File: src/rtl/btn_counter_pkg.sv
// rtl/btn_counter_pkg.sv - shared debounce state type and threshold helper
package btn_counter_pkg;

    typedef enum logic [1:0] {
        IDLE         = 2'd0,
        WAIT_PRESS   = 2'd1,
        PRESSED      = 2'd2,
        WAIT_RELEASE = 2'd3
    } db_state_t;

    // Short qualification window used by simulation builds
    localparam int SIM_THRESHOLD = 16;

    // Number of consecutive stable synchronized samples needed to accept a level
    function automatic int debounce_threshold(input int clk_freq, input int debounce_ms,
                                              input int sim);
        return (sim != 0) ? SIM_THRESHOLD : debounce_ms * clk_freq * 1000;
    endfunction

endpackage

File: src/rtl/button_counter_debouncer.sv
// rtl/button_counter_debouncer.sv - synchronizer plus press-qualifying debounce FSM for one button
module button_debouncer
    import btn_counter_pkg::*;
#(
    parameter int THRESHOLD = 16
) (
    input  logic clk,
    input  logic reset,
    input  logic btn,
    output logic press
);

    localparam int CNT_BITS = $clog2(THRESHOLD + 1);
    localparam logic [CNT_BITS-1:0] CNT_ONE  = CNT_BITS'(1);
    localparam logic [CNT_BITS-1:0] CNT_LAST = CNT_BITS'(THRESHOLD - 1);

    logic                sync_meta;
    logic                sync_q;
    db_state_t           state;
    logic [CNT_BITS-1:0] cnt;

    // Two-flop synchronizer for the raw asynchronous button level
    always_ff @(posedge clk) begin
        if (reset) begin
            sync_meta <= 1'b0;
            sync_q    <= 1'b0;
        end else begin
            sync_meta <= btn;
            sync_q    <= sync_meta;
        end
    end

    // Debounce FSM; the sample that leaves IDLE/PRESSED is the first of the N stable ones
    always_ff @(posedge clk) begin
        if (reset) begin
            state <= IDLE;
            cnt   <= '0;
            press <= 1'b0;
        end else begin
            press <= 1'b0;
            case (state)
                IDLE: begin
                    if (sync_q) begin
                        state <= WAIT_PRESS;
                        cnt   <= CNT_ONE;
                    end
                end
                WAIT_PRESS: begin
                    if (!sync_q) begin
                        state <= IDLE;
                    end else if (cnt >= CNT_LAST) begin
                        state <= PRESSED;
                        press <= 1'b1;
                    end else begin
                        cnt <= cnt + CNT_ONE;
                    end
                end
                PRESSED: begin
                    if (!sync_q) begin
                        state <= WAIT_RELEASE;
                        cnt   <= CNT_ONE;
                    end
                end
                WAIT_RELEASE: begin
                    if (sync_q) begin
                        state <= PRESSED;
                    end else if (cnt >= CNT_LAST) begin
                        state <= IDLE;
                    end else begin
                        cnt <= cnt + CNT_ONE;
                    end
                end
                default: state <= IDLE;
            endcase
        end
    end

endmodule

File: src/rtl/button_counter.sv
// rtl/button_counter.sv - debounced up/down/clear counter; BTN_CNT_SATURATE_EN selects saturation instead of wrap
module button_counter
    import btn_counter_pkg::*;
#(
    parameter int CLK_FREQ    = 125,
    parameter int DEBOUNCE_MS = 10,
    parameter int SIM         = 1,
    parameter int MAX_COUNT   = 9999,
    parameter int DATA_BITS   = 14
) (
    input  logic                 clk,
    input  logic                 reset,
    input  logic                 btn_up,
    input  logic                 btn_down,
    input  logic                 btn_clr,
    output logic [DATA_BITS-1:0] data_out,
    output logic                 data_out_valid
);

    localparam int THRESHOLD = debounce_threshold(CLK_FREQ, DEBOUNCE_MS, SIM);
    localparam logic [DATA_BITS-1:0] MAX_VAL = DATA_BITS'(MAX_COUNT);
    localparam logic [DATA_BITS-1:0] ONE     = DATA_BITS'(1);

    logic press_up;
    logic press_down;
    logic press_clr;
    logic load_pending;

    button_debouncer #(.THRESHOLD(THRESHOLD)) u_db_up (
        .clk   (clk),
        .reset (reset),
        .btn   (btn_up),
        .press (press_up)
    );

    button_debouncer #(.THRESHOLD(THRESHOLD)) u_db_down (
        .clk   (clk),
        .reset (reset),
        .btn   (btn_down),
        .press (press_down)
    );

    button_debouncer #(.THRESHOLD(THRESHOLD)) u_db_clr (
        .clk   (clk),
        .reset (reset),
        .btn   (btn_clr),
        .press (press_clr)
    );

    // Count update: clear wins, opposing up/down cancel, first post-reset cycle reloads 0
    always_ff @(posedge clk) begin
        if (reset) begin
            data_out       <= '0;
            data_out_valid <= 1'b0;
            load_pending   <= 1'b1;
        end else begin
            load_pending   <= 1'b0;
            data_out_valid <= load_pending;
            if (press_clr) begin
                data_out       <= '0;
                data_out_valid <= 1'b1;
            end else if (press_up && !press_down) begin
                if (data_out == MAX_VAL) begin
`ifdef BTN_CNT_SATURATE_EN
                    data_out <= data_out;
`else
                    data_out       <= '0;
                    data_out_valid <= 1'b1;
`endif
                end else begin
                    data_out       <= data_out + ONE;
                    data_out_valid <= 1'b1;
                end
            end else if (press_down && !press_up) begin
                if (data_out == '0) begin
`ifdef BTN_CNT_SATURATE_EN
                    data_out <= data_out;
`else
                    data_out       <= MAX_VAL;
                    data_out_valid <= 1'b1;
`endif
                end else begin
                    data_out       <= data_out - ONE;
                    data_out_valid <= 1'b1;
                end
            end
        end
    end

endmodule

File: config.mk
export PLATFORM = sky130hd
export DESIGN_NAME = button_counter
export DESIGN_NICKNAME = d
export VERILOG_FILES = /design/src/rtl/btn_counter_pkg.sv /design/src/rtl/button_counter_debouncer.sv /design/src/rtl/button_counter.sv
export SDC_FILE = /design/constraint.sdc
export NUM_CORES = 1
export LEC_CHECK = 0
export ABC_AREA = 1
export CORE_MARGIN = 3
export CORE_UTILIZATION = 43
export CTS_CLUSTER_SIZE = 14
export DETAILED_ROUTE_END_ITERATION = 16
export PLACE_DENSITY = 0.63
export SLEW_MARGIN = 5
export SYNTH_ARGS = -nofsm -noshare
export SYNTH_HDL_FRONTEND = slang
export SYNTH_SLANG_ARGS = --single-unit
File: constraint.sdc
create_clock -name clk -period 4.47 [get_ports clk]
set_input_delay 0.894 -clock clk [delete_from_list [all_inputs] [get_ports clk]]
set_output_delay 0.894 -clock clk [all_outputs]
set_load 0.01 [all_outputs]
==> results.json <==
{
  "htreeDepth": 2,
  "cts_made_buffers": 5,
  "fin_setup_tns_ns": 0,
  "antenna_cells": 0,
  "power_uw": 717,
  "skew_ns": 0.00972,
  "route.detailed.drc": 0,
  "synthXorXnorAreaFrac_pct": 2.13,
  "vias": 2625,
  "slew_headroom_pct": 54.0,
  "synth.most_common_cell": "nand2_1",
  "critPathLaunchType": "primary input",
  "async_flop_share_pct": 0,
  "leakage_nw": 1.51,
  "yosysWarnings": 0,
  "synth_seq_cells": 46,
  "synthMuxAreaShare_pct": 0,
  "path_max_fanout": 19,
  "min_delay_path_depth": 2,
  "clk_latency_ns": 0.30,
  "synth.largest_area_cell": "dfxtp_1",
  "hold_buffers": 0,
  "netlist_instances": 429,
  "die-area_sq_um": 7720,
  "status": "finished, final reports clean",
  "via_per_inst": 5.03,
  "post_cts_buffers": 0,
  "avgSynthCellArea_sq_um": 6.71,
  "wl_microns": 6020,
  "synth-seq-area-share_pct": 32.0,
  "worstPathCellList": "clkdlybuf4s50_1 > nor2_1 > inv_1 > a21oi_1 > nand2_1 > inv_1",
  "cp.required_ns": 4.72,
  "cts_resized": 0,
  "synth_top_area_share_pct": 32.0,
  "vdd_drop_max_uv": 168,
  "gp_congestion": 0.832,
  "syn_nets": 444,
  "hold_viol_final": 0,
  "reg2reg_to": "data_out[3]$_SDFFE_PP0P_",
  "grt.overflow.total": 0,
  "syn_area_sq_um": 2880,
  "tightest_slew_ns": 0.689,
  "antenna_found_initial": 0,
  "critPathKind": "in -> reg",
  "synth_compound_area_share_pct": 10.9,
  "grt_max_degree": 23,
  "synth_fa_ha_area_share_pct": 4.34,
  "setup_viol_count_final": 0,
  "ios": 20,
  "end_kind": "flip-flop",
  "cts_sinks": 46,
  "die_w_microns": 87.8,
  "hold_class": "reg -> reg",
  "max_freq_mhz": 388,
  "slew_violations": 0,
  "min_to": "u_db_clr.sync_q$_SDFF_PP0_",
  "hpwl_microns": 4460,
  "worstPathArrival_ns": 2.83,
  "first_iter_violations": 139,
  "grt_usage_pct": 17.6,
  "ys_types": 37,
  "ys.flop_type": "dfxtp_1",
  "period_minus_slack_ns": 2.58,
  "numPortBuffers": 19,
  "power_density_nw_per_um2": 226,
  "clkTransAtPathRegs_ns": 0.09,
  "ant_nets": 0,
  "fin_hold_ws_ns": 0.399,
  "rrSetupSlack_ns": 2.67,
  "grt_pass1_wl_microns": 10900,
  "synth-simple-area-share_pct": 38.7,
  "cts-root-buf": "clkbuf_8",
  "dp_worst_setup_slack_ns": 1.53,
  "synth_edf_count": 0,
  "final_nets": 459,
  "crit_path_frequent_cell": "inv_1",
  "die_h_microns": 87.8,
  "wl_per_cell_microns": 11.5,
  "drv_cap": 0,
  "holdCritStartpoint": "u_db_clr.sync_meta$_SDFF_PP0_",
  "crit_path_max_incr_delay_ns": 0.72,
  "grt_pass1_vias": 2377,
  "r2r_start": "u_db_down.press$_SDFF_PP0_",
  "drive_gt1_share_pct": 9.44,
  "rsz0062_at_grt": "no",
  "cts_tree": "yes",
  "yosys-top-cells-area": "dfxtp_1 32%, nand2_1 14%, inv_1 8.2%",
  "rows": 29,
  "fp.coreArea_sq_um": 6420,
  "synth_top_cells_by_count": "104 x nand2_1, 63 x inv_1, 48 x nor2_1",
  "start_util_pct": 44.8,
  "post-route-period-util_pct": 57.7,
  "synth_top_family_by_area": "simple AND/OR/NAND/NOR gates",
  "reg2reg_depth": 8,
  "critPathSlowestCell": "clkdlybuf4s50_1",
  "area_growth_syn_to_layout_pct": 10.3,
  "cts_buffer_depth": 2,
  "finalWorstSetupSlack_ns": 1.89,
  "dr.pass1.iters": 4
}
-- report_power, final --
part	total (mW)	switching [mW]	internal, mW	leakage [nW]
Sequential	0.418	0.00329	0.415	0.373
Clock	0.273	0.145	0.128	0.0489
Combinational	0.0251	0.0158	0.00926	1.08
Total	0.717	0.164	0.552	1.51
-- worst max-delay path: cells and delay by family --
kind	cells	cell delay [ns]
buffers and inverters	3	1.02
and+or+nand+nor	2	0.73
AOI/OAI and AO/OA	1	0.17
-- logic make-up (layout without fill, tap and decap cells) --
family,Yosys count,after routing
xor+xnor,7,7
fa+ha+maj,10,10
compound gates,54,54
buf+inv,80,96
flops,46,46
simple gates,232,232
-- routing by layer --
metal	GRT usage [%]	vias up	part of all wire, %
met5	0	-	0
met4	4.18	0	0.78
met3	2.82	4	5.2
met2	29.1	51	46
met1	24.1	1190	48
li1	-	1380	-
-- final cells by class --
cell class | instances | area, sq um
inverter | 69 | 259
fill | 664 | 3250
timing repair buffer | 19 | 190
tap | 77 | 96.3
clock inverter | 1 | 8.76
clock buffer | 7 | 86.3
sequential | 46 | 921
multi-input combinational | 303 | 1620
-- worst max path at each step --
| stage | to | slack [ns] | cells past startpoint | from |
|---|---|---|---|---|
| 2_1_floorplan | data_out[0]$_SDFFE_PP0P_ | 2.72 | 6 | reset |
| 3_3_place_gp | data_out[13]$_SDFFE_PP0P_ | 1.56 | 6 | reset |
| 3_5_place_dp | data_out[8]$_SDFFE_PP0P_ | 1.53 | 6 | reset |
| 4_1_cts | data_out[10]$_SDFFE_PP0P_ | 1.84 | 6 | reset |
| 5_1_grt | data_out[4]$_SDFFE_PP0P_ | 1.59 | 6 | reset |
| 6_report | data_out[10]$_SDFFE_PP0P_ | 1.89 | 6 | reset |
-- sequential cells by signal (all words and copies together) (netlist names), 5 cells and up, named ones only --
register,cells
data_out,14
u_db_clr.cnt,5
u_db_down.cnt,5
u_db_up.cnt,5
-- layout by cell type (no fill, tap or decap), types with 2 or more instances in the layout --
master / n
o21ai_2: 2
clkdlybuf4s50_1: 19
clkbuf_8: 6
nor2_8: 2
nand2_4: 3
nor2_1: 48
ha_1: 10
xnor2_1: 3
nand2_2: 3
a31oi_1: 2
xor2_1: 4
dfxtp_1: 46
inv_1: 63
inv_2: 5
nand3_1: 43
a21oi_1: 20
o21ai_1: 8
o211ai_1: 2
nor3b_1: 3
nand4_1: 4
nor2_2: 7
nand2_1: 104
o21ai_0: 16
o2111a_1: 2
nor2_4: 6
nand3_2: 3
-- through the flow --
stage          area (sq um)  std cells  util, %
6_report               3180        522     49.5
3_3_place_gp           3080        514     48.0
5_1_grt                3180        522     49.5
2_1_floorplan          2880        429        -
3_5_place_dp           3080        514     48.0
4_1_cts                3180        522     49.5
Power figures use the tool's default switching activity.
